### config.mk
export PLATFORM = sky130hd
export DESIGN_NAME = alu_arbiter
export DESIGN_NICKNAME = d
export VERILOG_FILES = /design/src/rtl/alu_arbiter.sv
export SDC_FILE = /design/constraint.sdc
export NUM_CORES = 1
export LEC_CHECK = 0
export ABC_AREA = 1
export BUFFER_PORTS_ARGS = -buffer_cell sky130_fd_sc_hd__buf_2
export CORE_MARGIN = 5
export CORE_UTILIZATION = 39
export DETAILED_ROUTE_END_ITERATION = 10
export GPL_TIMING_DRIVEN = 0
export PLACE_DENSITY = 0.72
export SETUP_SLACK_MARGIN = 0.02
export SLEW_MARGIN = 10
export SYNTH_ARGS = -nofsm -noshare
export SYNTH_HDL_FRONTEND = slang
export SYNTH_SLANG_ARGS = --single-unit
### constraint.sdc
create_clock -name clk -period 2.29 [get_ports clk]
set_input_delay 0.458 -clock clk [delete_from_list [all_inputs] [get_ports clk]]
set_output_delay 0.458 -clock clk [all_outputs]
set_load 0.01 [all_outputs]
### src/rtl/alu_arbiter.sv
// Round-robin arbiter sharing one external combinational ALU between two requesters.
// Optional macro ALU_ILLEGAL_OP_CHK_EN: opcodes 110/111 return 0 with resp_err set.
module alu_arbiter #(
  parameter int DATA_W = 16,
  parameter int OP_W   = 3
) (
  input  logic              clk,
  input  logic              rst,
  input  logic              r0_req_valid,
  output logic              r0_req_ready,
  input  logic [OP_W-1:0]   r0_req_op,
  input  logic [DATA_W-1:0] r0_req_a,
  input  logic [DATA_W-1:0] r0_req_b,
  input  logic              r1_req_valid,
  output logic              r1_req_ready,
  input  logic [OP_W-1:0]   r1_req_op,
  input  logic [DATA_W-1:0] r1_req_a,
  input  logic [DATA_W-1:0] r1_req_b,
  output logic              r0_resp_valid,
  input  logic              r0_resp_ready,
  output logic [DATA_W-1:0] r0_resp_data,
  output logic              r0_resp_err,
  output logic              r1_resp_valid,
  input  logic              r1_resp_ready,
  output logic [DATA_W-1:0] r1_resp_data,
  output logic              r1_resp_err,
  output logic [DATA_W-1:0] alu_a,
  output logic [DATA_W-1:0] alu_b,
  output logic [OP_W-1:0]   alu_op,
  input  logic [DATA_W-1:0] alu_result
);

  localparam logic [1:0] ST_IDLE = 2'd0;
  localparam logic [1:0] ST_EXEC = 2'd1;
  localparam logic [1:0] ST_RESP = 2'd2;

  logic [1:0]        r_state;
  logic              r_last_grant;
  logic              r_grant;
  logic              r_illegal;
  logic [DATA_W-1:0] r_alu_a;
  logic [DATA_W-1:0] r_alu_b;
  logic [OP_W-1:0]   r_alu_op;
  logic [1:0]        r_resp_valid;
  logic [1:0]        r_resp_err;
  logic [DATA_W-1:0] r_resp_data [2];

  logic [1:0]        w_req_valid;
  logic [1:0]        w_req_ready;
  logic [1:0]        w_resp_ready;
  logic              w_grant;
  logic              w_accept;
  logic              w_resp_fire;
  logic              w_illegal;
  logic [OP_W-1:0]   w_sel_op;
  logic [DATA_W-1:0] w_sel_a;
  logic [DATA_W-1:0] w_sel_b;

  assign w_req_valid  = {r1_req_valid, r0_req_valid};
  assign w_resp_ready = {r1_resp_ready, r0_resp_ready};

  // Contested cycle goes to whoever was not granted last.
  always_comb begin
    w_grant = w_req_valid[1];
    if (w_req_valid == 2'b11) w_grant = ~r_last_grant;
  end

  assign w_accept    = (r_state == ST_IDLE) && (|w_req_valid);
  assign w_sel_op    = w_grant ? r1_req_op : r0_req_op;
  assign w_sel_a     = w_grant ? r1_req_a  : r0_req_a;
  assign w_sel_b     = w_grant ? r1_req_b  : r0_req_b;
  assign w_resp_fire = |(r_resp_valid & w_resp_ready);

`ifdef ALU_ILLEGAL_OP_CHK_EN
  assign w_illegal = (w_sel_op > OP_W'(5));
`else
  assign w_illegal = 1'b0;
`endif

  always_ff @(posedge clk or posedge rst) begin
    if (rst) begin
      r_state      <= ST_IDLE;
      r_last_grant <= 1'b1;
      r_grant      <= 1'b0;
      r_illegal    <= 1'b0;
      r_alu_a      <= '0;
      r_alu_b      <= '0;
      r_alu_op     <= '0;
    end else begin
      case (r_state)
        ST_IDLE: begin
          if (w_accept) begin
            r_state      <= ST_EXEC;
            r_last_grant <= w_grant;
            r_grant      <= w_grant;
            r_illegal    <= w_illegal;
            r_alu_a      <= w_sel_a;
            r_alu_b      <= w_sel_b;
            r_alu_op     <= w_illegal ? '0 : w_sel_op;
          end
        end
        ST_EXEC: r_state <= ST_RESP;
        ST_RESP: if (w_resp_fire) r_state <= ST_IDLE;
        default: r_state <= ST_IDLE;
      endcase
    end
  end

  // Per-requester response registers keep each side's last result independently.
  generate
    for (genvar gi = 0; gi < 2; gi++) begin : g_req
      assign w_req_ready[gi] = (r_state == ST_IDLE) && w_req_valid[gi] && (w_grant == 1'(gi));

      always_ff @(posedge clk or posedge rst) begin
        if (rst) begin
          r_resp_valid[gi] <= 1'b0;
          r_resp_err[gi]   <= 1'b0;
          r_resp_data[gi]  <= '0;
        end else if ((r_state == ST_EXEC) && (r_grant == 1'(gi))) begin
          r_resp_valid[gi] <= 1'b1;
          r_resp_err[gi]   <= r_illegal;
          r_resp_data[gi]  <= r_illegal ? '0 : alu_result;
        end else if (r_resp_valid[gi] && w_resp_ready[gi]) begin
          r_resp_valid[gi] <= 1'b0;
        end
      end
    end
  endgenerate

  assign r0_req_ready  = w_req_ready[0];
  assign r1_req_ready  = w_req_ready[1];
  assign r0_resp_valid = r_resp_valid[0];
  assign r1_resp_valid = r_resp_valid[1];
  assign r0_resp_data  = r_resp_data[0];
  assign r1_resp_data  = r_resp_data[1];
  assign r0_resp_err   = r_resp_err[0];
  assign r1_resp_err   = r_resp_err[1];
  assign alu_a         = r_alu_a;
  assign alu_b         = r_alu_b;
  assign alu_op        = r_alu_op;

endmodule

# After elaboration in Yosys (flattened, before gate mapping)
# Index checks and enable logic that the tools add are counted.
[op_classes]
n_addsub = 0
multipliers = 0
n_div = 0
magnitude_cmp = 0
n_eq_ne = 5
shift = 0
mux = 11
n_bitwise = 4
reduce_logical = 16
[op_table]
columns = ["operator", "count"]
rows = [
  ["$mux W16", 2],
  ["$logic_and A1 B1 Y1", 9],
  ["$pmux W2 S3", 1],
  ["$mux W1", 5],
  ["$eq A2 B2 Y1 const B", 2],
  ["$mux W2", 2],
  ["$ne A2 B2 Y1 const B", 2],
  ["$reduce_and A2 Y1", 2],
  ["$reduce_bool A2 Y1", 2],
  ["$reduce_or A2 Y1", 2],
  ["$mux W3", 1],
  ["$not A1 Y1", 3],
  ["$and A2 B2 Y2", 1],
  ["$eq A2 B1 Y1 const B", 1],
  ["$logic_not A2 Y1", 1],
]
[word_totals]
reg_bits = 73
latch_bits = 0
ram_bits = 0
mem_bits_ro = 0
input_bits = 92
out_inout_bits = 73
wordCells = 46
memories = 0

# Longest topological paths before layout
# Gate-level depths: netlist of the first run.
[depth]
depth_word = 4
ltp_mapped = 7
depth_no_buf = 6

# Worst setup path after synthesis of the first run
# No wires, ideal clock.
[synth_path]
kind = "register -> output"
start = "register r_last_grant"
end = "output r0_req_ready"
arrival_ps = 1086
required_ps = 1832
path_slack_ps = 746
stages_incl_launch_ff = 6
path_cell_list = "dfstp_2 -> nand2_2 -> nand2_4 -> buf_4 -> inv_1 -> nor2_1"
[synth_via]
elab_chain_len = 4
[synth_rtl]
columns = ["item", "line", "source"]
rows = [
  ["start, declared", "38", "logic r_last_grant;"],
  ["start signal, assigned", "94", "r_last_grant <= w_grant;"],
  ["$not A1 Y1", "65", "if (w_req_valid == 2'b11) w_grant = ~r_last_grant;"],
  ["$mux W1", "65", ""],
  ["$not A1 Y1", "112", "assign w_req_ready[gi] = (r_state == ST_IDLE) && w_req_valid[gi] && (w_grant == 1'(gi));"],
  ["$logic_and A1 B1 Y1", "112", ""],
  ["end, declared", "10", "output logic r0_req_ready,"],
]
# Every way passes these cells.

# Worst setup path after layout of the first run
# Same ends and word-level chain as after synthesis.

==> results_dict.tcl, run 1 <==
set metrics [dict create \
    period_share 0.938 \
    hold_ws_ps 254 \
    switchingPower_mw 2.41 \
    crit_path_end "r0_req_ready" \
    clock.fmax_ghz 0.465 \
    cp.required_ps 1830 \
    drc 0 \
    grt_pass1_wl_mm 16.0 \
    p_per_area_mw_per_mm2 1280 \
    synth_cell_types 17 \
    r2r_end "alu_a[5]" \
    final-setup-viol-count 0 \
    drtAntennaViolNets 0 \
    critical_path.max_fanout 10 \
    clock_path_buffers 2 \
    port_buffers 161 \
    synthesis.area_sq_mm 0.00349 \
    num_io_pins 165 \
    fp.coreArea_sq_mm 0.00872 \
    fin_cells 744 \
    power_leakage_nw 2.90 \
    tritoncts "done" \
    hpwl_mm 7.45 \
    place_inst 724 \
    worstSetupStartpointType "flip-flop" \
    clkPwrFrac 0.190 \
    die_y_microns 105 \
    yosysSeqAreaShare 0.524 \
    wl_per_cell_microns 12.9 \
    antenna_cells 0 \
    gp_congestion 0.840 \
    area_growth_syn_to_layout_pct 35.2 \
    status "complete, no violations" \
    tritoncts.num_buffers 9 \
    cts-root-buf "clkbuf_8" \
    ys_ff_latch 73 \
    wl_mm 9.58 \
    routed-via-count 3397 \
    setup_tns_ps 0 \
    maxCapViolations 0 \
    ir_drop_mv 0.501 \
    r2r.worst_path.cells 7 \
    max_slew_margin 0.461 \
    cts_hold_buf 0 \
    yosysWarnings 0 \
    ff2ff_setup_slack_ps 860 \
    pwr-share-seq 0.383 \
    slew_violations 0 \
    report.final.hold_viol_count 0 \
    firstDrtPassIters 4 \
    track_usage 0.175 \
    path_class "reg -> out" \
    min_path_type "in -> async" \
    skew_ps 11.7 \
    layout-drive-gt1-share 0.330 \
    path_clk_slew_ps 80 \
    die_area_sq_mm 0.0109 \
    insertion_delay_ps 340 \
    grt_max_degree 38 \
    worst_pin_slew_ps 806 \
    grt_antenna_before_repair 0 \
    syn_avg_cell_area_sq_um 7.70 \
    final_util 0.540 \
    worstPathArrival_ps 1690 \
    die_w_microns 105 \
    initial_core_util 0.400 \
    htree_levels 3 \
    final_nets 723 \
    netSwitchingFraction 0.398 \
    grt_pass1_vias 3360 \
    via_per_inst 4.57 \
    cp-startpoint "r_last_grant" \
    worst_setup_path_end_kind "primary output" \
    clock_sinks 73 \
    overflow 0 \
    core.rowCount 34 \
    rsz0062_at_grt "no" \
    first_iter_violations 141 \
    syn_inst 453 \
    fin_crit_ps 2150 \
    p_comb_frac 0.427 \
    r2r_start "r_last_grant" \
    p_int_mw 3.65 \
]
-- routing by layer --
| metal | track usage | vias up | wire length, microns |
|---|---|---|---|
| met5 | 0 | - | 0 |
| met4 | 0.0305 | 0 | 92 |
| met3 | 0.0610 | 8 | 912 |
| met2 | 0.282 | 134 | 4410 |
| met1 | 0.231 | 1545 | 4160 |
| li1 | - | 1710 | - |
-- critical path, cell delays in order (launching register included) --
cell	delay (ps)
dfstp_2	550
nand2_2	150
nand2_4	140
buf_4	170
inv_1	50
nor2_1	130
buf_2	160
-- cell usage in the layout, fill, tap and decap left out, types with 2 or more instances in the layout --
| cell type | Yosys | final |
|---|---|---|
| nand3_1 | 72 | 72 |
| inv_2 | 2 | 2 |
| o21ai_0 | 36 | 36 |
| inv_6 | 0 | 2 |
| inv_1 | 93 | 92 |
| dfrtp_1 | 72 | 72 |
| buf_6 | 5 | 5 |
| nor2_4 | 2 | 2 |
| buf_2 | 11 | 172 |
| buf_4 | 5 | 9 |
| bufinv_16 | 0 | 2 |
| nor2_1 | 3 | 3 |
| clkbuf_1 | 4 | 5 |
| clkbuf_8 | 0 | 10 |
| nand2_1 | 143 | 143 |
| conb_1 | 1 | 2 |
-- flip-flops by register name, summed over array words and instances, names as in the netlist, 2 cells and up --
name,flops
alu_a,16
alu_b,16
r0_resp_data,16
r1_resp_data,16
alu_op,3
r_state,2
-- worst min path at each step --
stage            startpoint          endpoint  slack (ps)  cells past startpoint
4_1_cts                 rst  r0_resp_data[11]         260                      2
6_report                rst  r0_resp_data[11]         250                      2
3_3_place_gp   r_last_grant      r_last_grant         460                      2
5_1_grt                 rst  r0_resp_data[11]         310                      2
3_5_place_dp       alu_b[3]          alu_b[3]         460                      2
2_1_floorplan  r_last_grant      r_last_grant         450                      2
-- Yosys cell counts --
library cell  instances  area (sq um)
inv_1                93           349
nand2_4               1          11.3
nand2_1             143           537
buf_2                11          55.1
buf_4                 5          37.5
clkbuf_1              4          15.0
dfstp_2               1          26.3
nand3_1              72           360
dfrtp_1              72          1800
nand2_2               1          6.26
nand4_1               1          6.26
nor2_1                3          11.3
conb_1                1          3.75
nor2_4                2          22.5
buf_6                 5          56.3
o21ai_0              36           180
inv_2                 2          7.51
-- cell families (layout without fill, tap and decap cells) --
logic type             after synthesis  in the layout  share of synthesized area
and+or+nand+nor                    223            223                      0.274
buffers and inverters              120            302                      0.149
DFF                                 73             73                      0.524
AOI/OAI and AO/OA                   36             36                     0.0517
other                                1              2                    0.00108
-- power groups by stage --
stage / Clock [mW] / Sequential (mW) / Combinational (mW)
6_report: 1.15 / 2.32 / 2.58
2_1_floorplan: 0 / 2.59 / 1.22
3_3_place_gp: 0 / 2.32 / 2.53
4_1_cts: 1.19 / 2.32 / 2.61
3_5_place_dp: 0 / 2.33 / 2.61
5_1_grt: 1.24 / 2.41 / 2.91
-- area by class of cell --
class,instances,area (sq um)
clock buffer,11,141
multi-input combinational,261,1140
buffer,25,164
inverter,95,360
timing repair buffer,166,856
sequential,73,1830
fill,855,4010
clock inverter,5,86.3
tap,108,135
-- stage by stage --
| stage | area [sq um] | setup WS [ps] | power (mW) |
|---|---|---|---|
| 2_1_floorplan | 3490 | 746 | 3.81 |
| 3_3_place_gp | 4440 | 413 | 4.85 |
| 3_5_place_dp | 4460 | 397 | 4.94 |
| 4_1_cts | 4680 | 68.2 | 6.12 |
| 5_1_grt | 4710 | 39.2 | 6.56 |
| 6_report | 4710 | 142 | 6.06 |
-- timing repair --
item	in CTS	in global routing
buffers inserted	0	4
gates resized for setup	0	0
setup endpoints to repair	0	1
(Power assumes the default switching activity.)
==> run 2: changes to the inputs <==
--- a/config.mk
+++ b/config.mk
@@ -6,7 +6,7 @@
 export NUM_CORES = 1
 export LEC_CHECK = 0
 export ABC_AREA = 1
-export BUFFER_PORTS_ARGS = -buffer_cell sky130_fd_sc_hd__buf_2
+export BUFFER_PORTS_ARGS = -buffer_cell sky130_fd_sc_hd__clkbuf_2
 export CORE_MARGIN = 5
 export CORE_UTILIZATION = 39
 export DETAILED_ROUTE_END_ITERATION = 10
==> run 2 against run 1 <==
  * Design area increased by 0.29%
  * Combinational power is essentially flat
  * Clock skew is 4.0 ps lower
  * Largest cell class unchanged
  * Wire length down 1.7%
  * Utilization rose by 0.16 points
  * Clock power rose by 6%
  * Critical endpoint unchanged
==> results_dict.tcl, run 2 (synthesized netlist as in run 1, its figures left out) <==
set metrics [dict create \
    track_usage 0.175 \
    path_class "reg -> out" \
    cts-root-buf "clkbuf_8" \
    worstSetupStartpointType "flip-flop" \
    firstDrtPassIters 5 \
    setup_slack_ps 153 \
    wl_mm 9.42 \
    placed_area_sq_mm 0.00446 \
    tritoncts "done" \
    initial_core_util 0.400 \
    skew_ps 7.70 \
    cp_slowest_cell "dfstp_2" \
    fp.coreArea_sq_mm 0.00872 \
    first_iter_violations 90 \
    power_leakage_nw 2.93 \
    antenna_cells 0 \
    dp_slack_ps 383 \
    die_w_microns 105 \
    maxCapViolations 0 \
    drtAntennaViolNets 0 \
    min_path_type "in -> async" \
    fin_crit_ps 2140 \
    cp.required_ps 1830 \
    core.rowCount 34 \
    die_y_microns 105 \
    area_growth_syn_to_layout_pct 35.6 \
    routed-via-count 3388 \
    post_cts.repair.setup_buffers 0 \
    insertion_delay_ps 330 \
    fillCellCount 851 \
    p_per_area_mw_per_mm2 1290 \
    cts_hold_buf 0 \
    num_io_pins 165 \
    die_area_sq_mm 0.0109 \
    gp_congestion 0.847 \
    clock_path_buffers 2 \
    layout-drive-gt1-share 0.331 \
    critical_path.max_stage_delay_ps 540 \
    cts-resized-gates 0 \
    period_share 0.933 \
    crit_chain "nand2_2, nand2_4, buf_4, inv_1, nor2_1, clkbuf_2" \
    slew_violations 0 \
    port_buffers 161 \
    grt_antenna_before_repair 0 \
    wl_per_cell_microns 12.7 \
    overflow 0 \
    layout_common_cells "161 x clkbuf_2, 143 x nand2_1, 92 x inv_1" \
    max_slew_margin 0.494 \
    path_clk_slew_ps 80 \
    finalPower_mw 6.12 \
    final_design_area_no_fill_sq_mm 0.00473 \
    worst_pin_slew_ps 757 \
    layout_commonest_cell "clkbuf_2" \
    htree_levels 3 \
    report.final.hold_viol_count 0 \
    worst_setup_path_end_kind "primary output" \
    hpwl_mm 7.47 \
    final-setup-viol-count 0 \
    drc 0 \
    status "complete, no violations" \
    critical_path.max_fanout 10 \
    grt_pass1_wl_mm 15.9 \
    rsz0062_at_grt "no" \
    setup_tns_ps 0 \
    clock.fmax_ghz 0.468 \
    clock_sinks 73 \
    grt_pass1_vias 3380 \
    ir_drop_mv 0.661 \
    tritoncts.num_buffers 9 \
    final_nets 723 \
    worstPathArrival_ps 1680 \
    via_per_inst 4.56 \
    grt_max_degree 40 \
]
run 2: critical path, delay by kind of cell (launching register included):
family                 cells  cell delay (ps)
and+or+nand+nor            3              420
DFF                        1              540
buffers and inverters      3              380
run 2: area by class of cell:
cell class | count | area [sq um] | area share
buffer | 25 | 164 | 0.0347
clock buffer | 10 | 138 | 0.0291
clock inverter | 5 | 104 | 0.0220
inverter | 95 | 360 | 0.0762
multi-input combinational | 261 | 1140 | 0.242
sequential | 73 | 1830 | 0.387
tap | 108 | 135 | 0.0286
timing repair buffer | 166 | 856 | 0.181
run 2: final timing paths:
path                                     to  cells after the start  slack, ps          start
max                            r0_req_ready                      6        150   r_last_grant
min                        r1_resp_data[11]                      2        230            rst
max reg2reg                        alu_b[7]                      7        860   r_last_grant
min reg2reg                    r_last_grant                      2        470   r_last_grant
max in group asynchronous          alu_b[7]                      3       1410            rst
min in group clk              r0_resp_valid                      2        340  r0_resp_ready
run 2: layer usage:
layer  GRT usage  wire (microns)
met1       0.235            4150
met2       0.274            4400
met3      0.0518             798
met4      0.0564              75
met5           0               0
run 2: power by group:
group	total, mW	switching [mW]	internal [mW]
registers	2.34	0.387	1.95
clock network	1.22	0.468	0.748
logic	2.57	1.54	1.03
total	6.12	2.39	3.73
run 2: through the flow:
step / utilization / hold slack, ps / instances
final: 0.542 / 231 / 743
after global routing: 0.542 / 290 / 743
after CTS: 0.539 / 242 / 739
after detailed placement: 0.511 / 465 / 724
after global placement: 0.509 / 458 / 723
after floorplan: - / 449 / 454
